### src/rtl/xintf_snap_read_ctrl.sv
// DSP XINTF mailbox read controller: a word0 read takes an atomic snapshot of four source words.
// Optional macro XINTF_SNAP_SEQ_EN builds an 8-bit snapshot sequence counter reported in status[15:8].
module xintf_snap_read_ctrl #(
    parameter logic [19:0] BASE_ADDR    = 20'h0FD05,
    parameter int          MAX_WAIT     = 8,
    parameter int          HOLD_TIMEOUT = 1024
) (
    input  logic        clk,
    input  logic        global_rst,
    input  logic        ren,
    input  logic [19:0] xadd,
    input  logic [63:0] src_data,
    input  logic        src_busy,
    output logic [15:0] rd_data,
    output logic        rd_oe,
    output logic        snap_active,
    output logic        stale
);
    localparam int WW = $clog2(MAX_WAIT + 1);
    localparam int HW = $clog2(HOLD_TIMEOUT + 1);

    typedef enum logic [1:0] {S_IDLE, S_WAIT_SRC, S_CAPTURE, S_HOLD} state_e;

    state_e        state_q, state_d;
    logic          ren_m_q, ren_s_q, ren_p_q;
    logic [19:0]   addr_q;
    logic [WW-1:0] wait_q, wait_d;
    logic [HW-1:0] idle_q, idle_d;
    logic          force_q, force_d;
    logic          stale_q;
    logic [63:0]   snap_q;
    logic [15:0]   rd_data_q, rd_data_d;
    logic          rd_oe_q;
    logic [7:0]    seq_w;

    logic       rd_start, rd_end, in_win, is_w0, is_w3, snap_req, data_ok;
    logic [2:0] off;

    assign rd_start = ren_p_q & ~ren_s_q;
    assign rd_end   = ~ren_p_q & ren_s_q;
    assign in_win   = (addr_q >= BASE_ADDR) && (addr_q <= BASE_ADDR + 20'd4);
    assign is_w0    = (addr_q == BASE_ADDR);
    assign is_w3    = (addr_q == BASE_ADDR + 20'd3);
    // Low three bits suffice: the in-window offset is 0..4, so the subtraction mod 8 is exact.
    assign off      = addr_q[2:0] - BASE_ADDR[2:0];
    assign snap_req = rd_start && is_w0 && (state_q == S_IDLE || state_q == S_HOLD);
    // The request cycle itself is also blocked so the pad never flashes the previous snapshot.
    assign data_ok  = !(state_q == S_WAIT_SRC || state_q == S_CAPTURE) && !snap_req;

    always_comb begin
        state_d = state_q;
        wait_d  = wait_q;
        idle_d  = idle_q;
        force_d = force_q;
        unique case (state_q)
            S_IDLE: begin
                if (snap_req) begin
                    state_d = S_WAIT_SRC;
                    wait_d  = '0;
                    force_d = 1'b0;
                end
            end
            S_WAIT_SRC: begin
                // Timeout wins over a simultaneous src_busy drop, so that case is flagged stale.
                if (wait_q == WW'(MAX_WAIT)) begin
                    force_d = 1'b1;
                    state_d = S_CAPTURE;
                end else if (!src_busy) begin
                    state_d = S_CAPTURE;
                end else begin
                    wait_d = wait_q + 1'b1;
                end
            end
            S_CAPTURE: begin
                state_d = S_HOLD;
                idle_d  = '0;
            end
            S_HOLD: begin
                if (rd_start)
                    idle_d = '0;
                else if (idle_q != HW'(HOLD_TIMEOUT))
                    idle_d = idle_q + 1'b1;
                if (snap_req) begin
                    state_d = S_WAIT_SRC;
                    wait_d  = '0;
                    force_d = 1'b0;
                end else if (rd_end && is_w3) begin
                    state_d = S_IDLE;
                end else if (!rd_start && idle_q == HW'(HOLD_TIMEOUT)) begin
                    state_d = S_IDLE;
                end
            end
            default: state_d = S_IDLE;
        endcase
    end

    assign snap_active = (state_q != S_IDLE);

    always_comb begin
        rd_data_d = rd_data_q;
        if (!ren_s_q && in_win) begin
            case (off)
                3'd0:    rd_data_d = snap_q[15:0];
                3'd1:    rd_data_d = snap_q[31:16];
                3'd2:    rd_data_d = snap_q[47:32];
                3'd3:    rd_data_d = snap_q[63:48];
                3'd4:    rd_data_d = {seq_w, 5'b0, stale_q, 1'b0, snap_active};
                default: rd_data_d = rd_data_q;
            endcase
        end
    end

    always_ff @(posedge clk or posedge global_rst) begin
        if (global_rst) begin
            ren_m_q   <= 1'b1;
            ren_s_q   <= 1'b1;
            ren_p_q   <= 1'b1;
            addr_q    <= '0;
            state_q   <= S_IDLE;
            wait_q    <= '0;
            idle_q    <= '0;
            force_q   <= 1'b0;
            stale_q   <= 1'b0;
            snap_q    <= '0;
            rd_data_q <= '0;
            rd_oe_q   <= 1'b0;
        end else begin
            ren_m_q   <= ren;
            ren_s_q   <= ren_m_q;
            ren_p_q   <= ren_s_q;
            addr_q    <= xadd;
            state_q   <= state_d;
            wait_q    <= wait_d;
            idle_q    <= idle_d;
            force_q   <= force_d;
            rd_data_q <= rd_data_d;
            rd_oe_q   <= ~ren_s_q & in_win & data_ok;
            if (state_q == S_CAPTURE) begin
                snap_q  <= src_data;
                stale_q <= force_q;
            end
        end
    end

`ifdef XINTF_SNAP_SEQ_EN
    logic [7:0] seq_q;
    always_ff @(posedge clk or posedge global_rst) begin
        if (global_rst)
            seq_q <= '0;
        else if (state_q == S_CAPTURE)
            seq_q <= seq_q + 8'd1;
    end
    assign seq_w = seq_q;
`else
    assign seq_w = 8'h00;
`endif

    assign rd_data = rd_data_q;
    assign rd_oe   = rd_oe_q;
    assign stale   = stale_q;

endmodule

### config.mk
export PLATFORM = sky130hd
export DESIGN_NAME = xintf_snap_read_ctrl
export DESIGN_NICKNAME = d
export VERILOG_FILES = /design/src/rtl/xintf_snap_read_ctrl.sv
export SDC_FILE = /design/constraint.sdc
export NUM_CORES = 1
export LEC_CHECK = 0
export BUFFER_PORTS_ARGS = -buffer_cell sky130_fd_sc_hd__buf_2
export CORE_MARGIN = 1.5
export CORE_UTILIZATION = 49
export DETAILED_ROUTE_END_ITERATION = 6
export HOLD_SLACK_MARGIN = 0.15
export PLACE_DENSITY = 0.75
export SETUP_SLACK_MARGIN = 0.05
export SLEW_MARGIN = 20
export SYNTH_ARGS = -nofsm -noshare
export SYNTH_HDL_FRONTEND = slang
export SYNTH_SLANG_ARGS = --single-unit
### constraint.sdc
create_clock -name clk -period 3.8 [get_ports clk]
set_clock_uncertainty 0.05 [all_clocks]
set_input_delay 0.76 -clock clk [delete_from_list [all_inputs] [get_ports clk]]
set_output_delay 0.76 -clock clk [all_outputs]
set_load 0.01 [all_outputs]
==> flow_summary_export.csv <==
group,metric,value,unit
synthesis,synth_seq_cells,123,
grt,grt_overflow_total,0,
pwr,power.density,753,nW/µm²
synthesis,ys_seq_area_share,57.8,%
floorplanning,core,10400,µm²
pwr,share_comb_of_total_power,27.0,%
cells_and_area,fillers,803,
drt,drt_pass1_iterations,7,
floorplanning,die_w,107,µm
sta,finalSetupViolCount,0,
grt,antenna_found_initial,0,
run,cap_viol_max_count,0,
cts,clkTransAtPathRegs,0.06,ns
cells_and_area,final_common_cell,"dfrtp_1",
pwr,power_frac_seq,40.8,%
grt,grt_pass1_wl,19.0,mm
pwr,swShare,30.0,%
placement,port_buffers,106,
cts,clk-insertion-delay-late,0.51,ns
synthesis,async_reset_ff_share,100,%
sta,min_period,2.66,ns
cts,h-tree-depth,4,
drt,routed_wl,11.7,mm
cts,cts_hold_buffers,0,
synthesis,syn_area,5330,µm²
cells_and_area,mostFrequentLayoutCells,"dfrtp_1, buf_2, mux2_2, inv_1, nand2_1",
sta,drv_slew,0,
cts,postCtsSetupRepairBufs,0,
floorplanning,die_h,107,µm
sta,tns,0,ns
cts,clockBufferDepth,2,
synthesis,ys_warn_count,0,
cells_and_area,syn2layout_area_growth,23.1,%
cells_and_area,layout-drive-gt1-share,42.1,%
cts,tritoncts,"done",
drt,antenna_left,0,
hold_path,holdCritPathClass,"in -> async",
setup_path,cp-start-kind,"register",
synthesis,ys.flop_type,"dfrtp_1",
setup_path,end_kind,"register",
placement,place_hpwl,8.10,mm
drt,wire_per_inst,17.5,µm
cells_and_area,fin_nets,620,
drt,via_count,3656,
floorplanning,ios,107,
sta,tightest_slew,0.955,ns
placement,dpl.cell_count,639,
cells_and_area,fin_cells,671,
sta,hold_violations,0,
setup_path,critPathMaxFanout,14,
cts,cts_resized,0,
pwr,power_leakage,3.13,nW
sta,fin_crit_sh,69.9,%
synthesis,postSynthCellCount,416,
synthesis,ys_types,53,
pwr,ir_worst_vdd,0.000381,V
sta,rsz0062_at_grt,"false",
placement,gp_congestion,0.762,
synthesis,synth_fp_nets,514,
drt,drc,0,
pwr,p_int,3.46,mW
cells_and_area,n_antenna_cell,0,
drt,drt_iter0_markers,234,
drt,vias_per_cell,5.45,
sta,timing.fmax,0.377,GHz
pwr,clkPwrFrac,32.1,%
synthesis,avgSynthCellArea,12.8,µm²
grt,grt_pass1_vias,3723,
sta,fin_ws,1.14,ns
cts,cts_buffers,17,
pwr,p_sw,1.48,mW
cts,root_buffer,"clkbuf_8",
setup_path,required,4.18,ns
cts,clock_sinks,123,
placement,place_ws,1.21,ns
synthesis,synth-edff-count,0,
setup_path,path_class,"reg -> reg",
grt,grt_max_degree,94,
floorplanning,initial_core_util,51.2,%
floorplanning,die_area,11500,µm²
grt,grt_use_total,22.0,%
outcome,status,"finished clean",
floorplanning,rows,37,
sta,max_slew_margin,36.1,%
setup_path,arrival,3.04,ns
-- worst paths after layout --
path	start	endpoint	slack (ns)	cells after the start
min	global_rst	addr_q[7]$_DFF_PP0_	0.29	2
min reg2reg	ren_m_q$_DFF_PP1_	ren_s_q$_DFF_PP1_	0.31	0
min in group clk	ren	ren_m_q$_DFF_PP1_	0.30	1
max reg2reg	addr_q[0]$_DFF_PP0_	rd_data[3]$_DFFE_PP0P_	1.14	7
max in group asynchronous	global_rst	snap_q[37]$_DFFE_PP0P_	2.53	3
max	addr_q[0]$_DFF_PP0_	rd_data[3]$_DFFE_PP0P_	1.14	7
-- power by group through the flow --
stage,logic [mW],registers [mW],clock network (mW)
after floorplan,1.09,1.91,0
after global placement,1.26,2.00,0
after detailed placement,1.32,2.02,0
after CTS,1.35,2.01,1.61
after global routing,1.47,2.06,1.67
final,1.34,2.02,1.59
-- Yosys cell counts, types with 3 or more instances --
cell type	number	area share, %
nand4_1	3	0.35
xor2_1	5	0.82
dfstp_2	3	1.5
nand2b_1	4	0.47
mux2_2	68	14
nor2_1	19	1.3
a21o_1	5	0.70
dfrtp_1	120	56
clkbuf_1	18	1.3
a22o_1	4	0.66
xnor2_1	4	0.66
inv_1	28	2.0
a32o_1	3	0.56
a222oi_1	14	2.6
ha_1	10	2.3
mux2i_1	16	3.0
nand3_1	4	0.38
o21ai_0	16	1.5
nand2_1	21	1.5
o22ai_1	5	0.59
a21oi_1	7	0.66
-- final cells by class --
cell class	instances	area [µm²]	area share, %
clock buffer	18	418	6.37
tap	136	170	2.59
inverter	28	109	1.66
multi-input combinational	243	2050	31.2
timing repair buffer	109	566	8.62
clock inverter	14	173	2.63
sequential	123	3080	47.0
-- critical path, cell delays in order (launching register included) --
cell	delay, ns
dfrtp_1	0.46
nor2_1	0.22
ha_1	0.38
nor3b_2	0.83
a222oi_1	0.28
nand2_1	0.11
o21ai_0	0.09
mux2i_1	0.14
-- layer usage --
layer  share of wire (%)  global-route usage (%)  vias up
met1                  47                    31.5     1811
met2                  46                    32.2      117
met3                 5.0                    5.51       21
met4                 2.0                    8.95        0
met5                   0                       0        -
li1                    -                       -     1707
-- cell families (layout without fill, tap and decap cells) --
logic type | after synthesis | in the layout | synth area share [%]
and+or+nand+nor | 74 | 74 | 7.65
muxes | 84 | 84 | 17.4
xor gates and xnor gates | 9 | 9 | 1.48
DFF | 123 | 123 | 57.8
buffers and inverters | 50 | 169 | 4.06
AOI/OAI and AO/OA | 66 | 66 | 9.27
adders and majority gates | 10 | 10 | 2.35
-- flip-flops by register name (all words and copies together) (netlist names) --
name / flops
addr_q: 20
force_q: 1
idle_q: 11
rd_data: 16
rd_oe: 1
ren_m_q: 1
ren_p_q: 1
ren_s_q: 1
snap_q: 64
stale: 1
state_q: 2
wait_q: 4
-- stage by stage --
step / total power [mW] / hold slack [ns] / utilization [%] / area, µm²
after floorplan: 3.00 / 0.295 / - / 5330
after global placement: 3.27 / 0.298 / 57.3 / 5970
after detailed placement: 3.34 / 0.307 / 57.3 / 5970
after CTS: 4.97 / 0.286 / 63.0 / 6560
after global routing: 5.20 / 0.273 / 63.0 / 6560
final: 4.94 / 0.291 / 63.0 / 6560
Note: power is estimated with default switching activity, not from simulation.
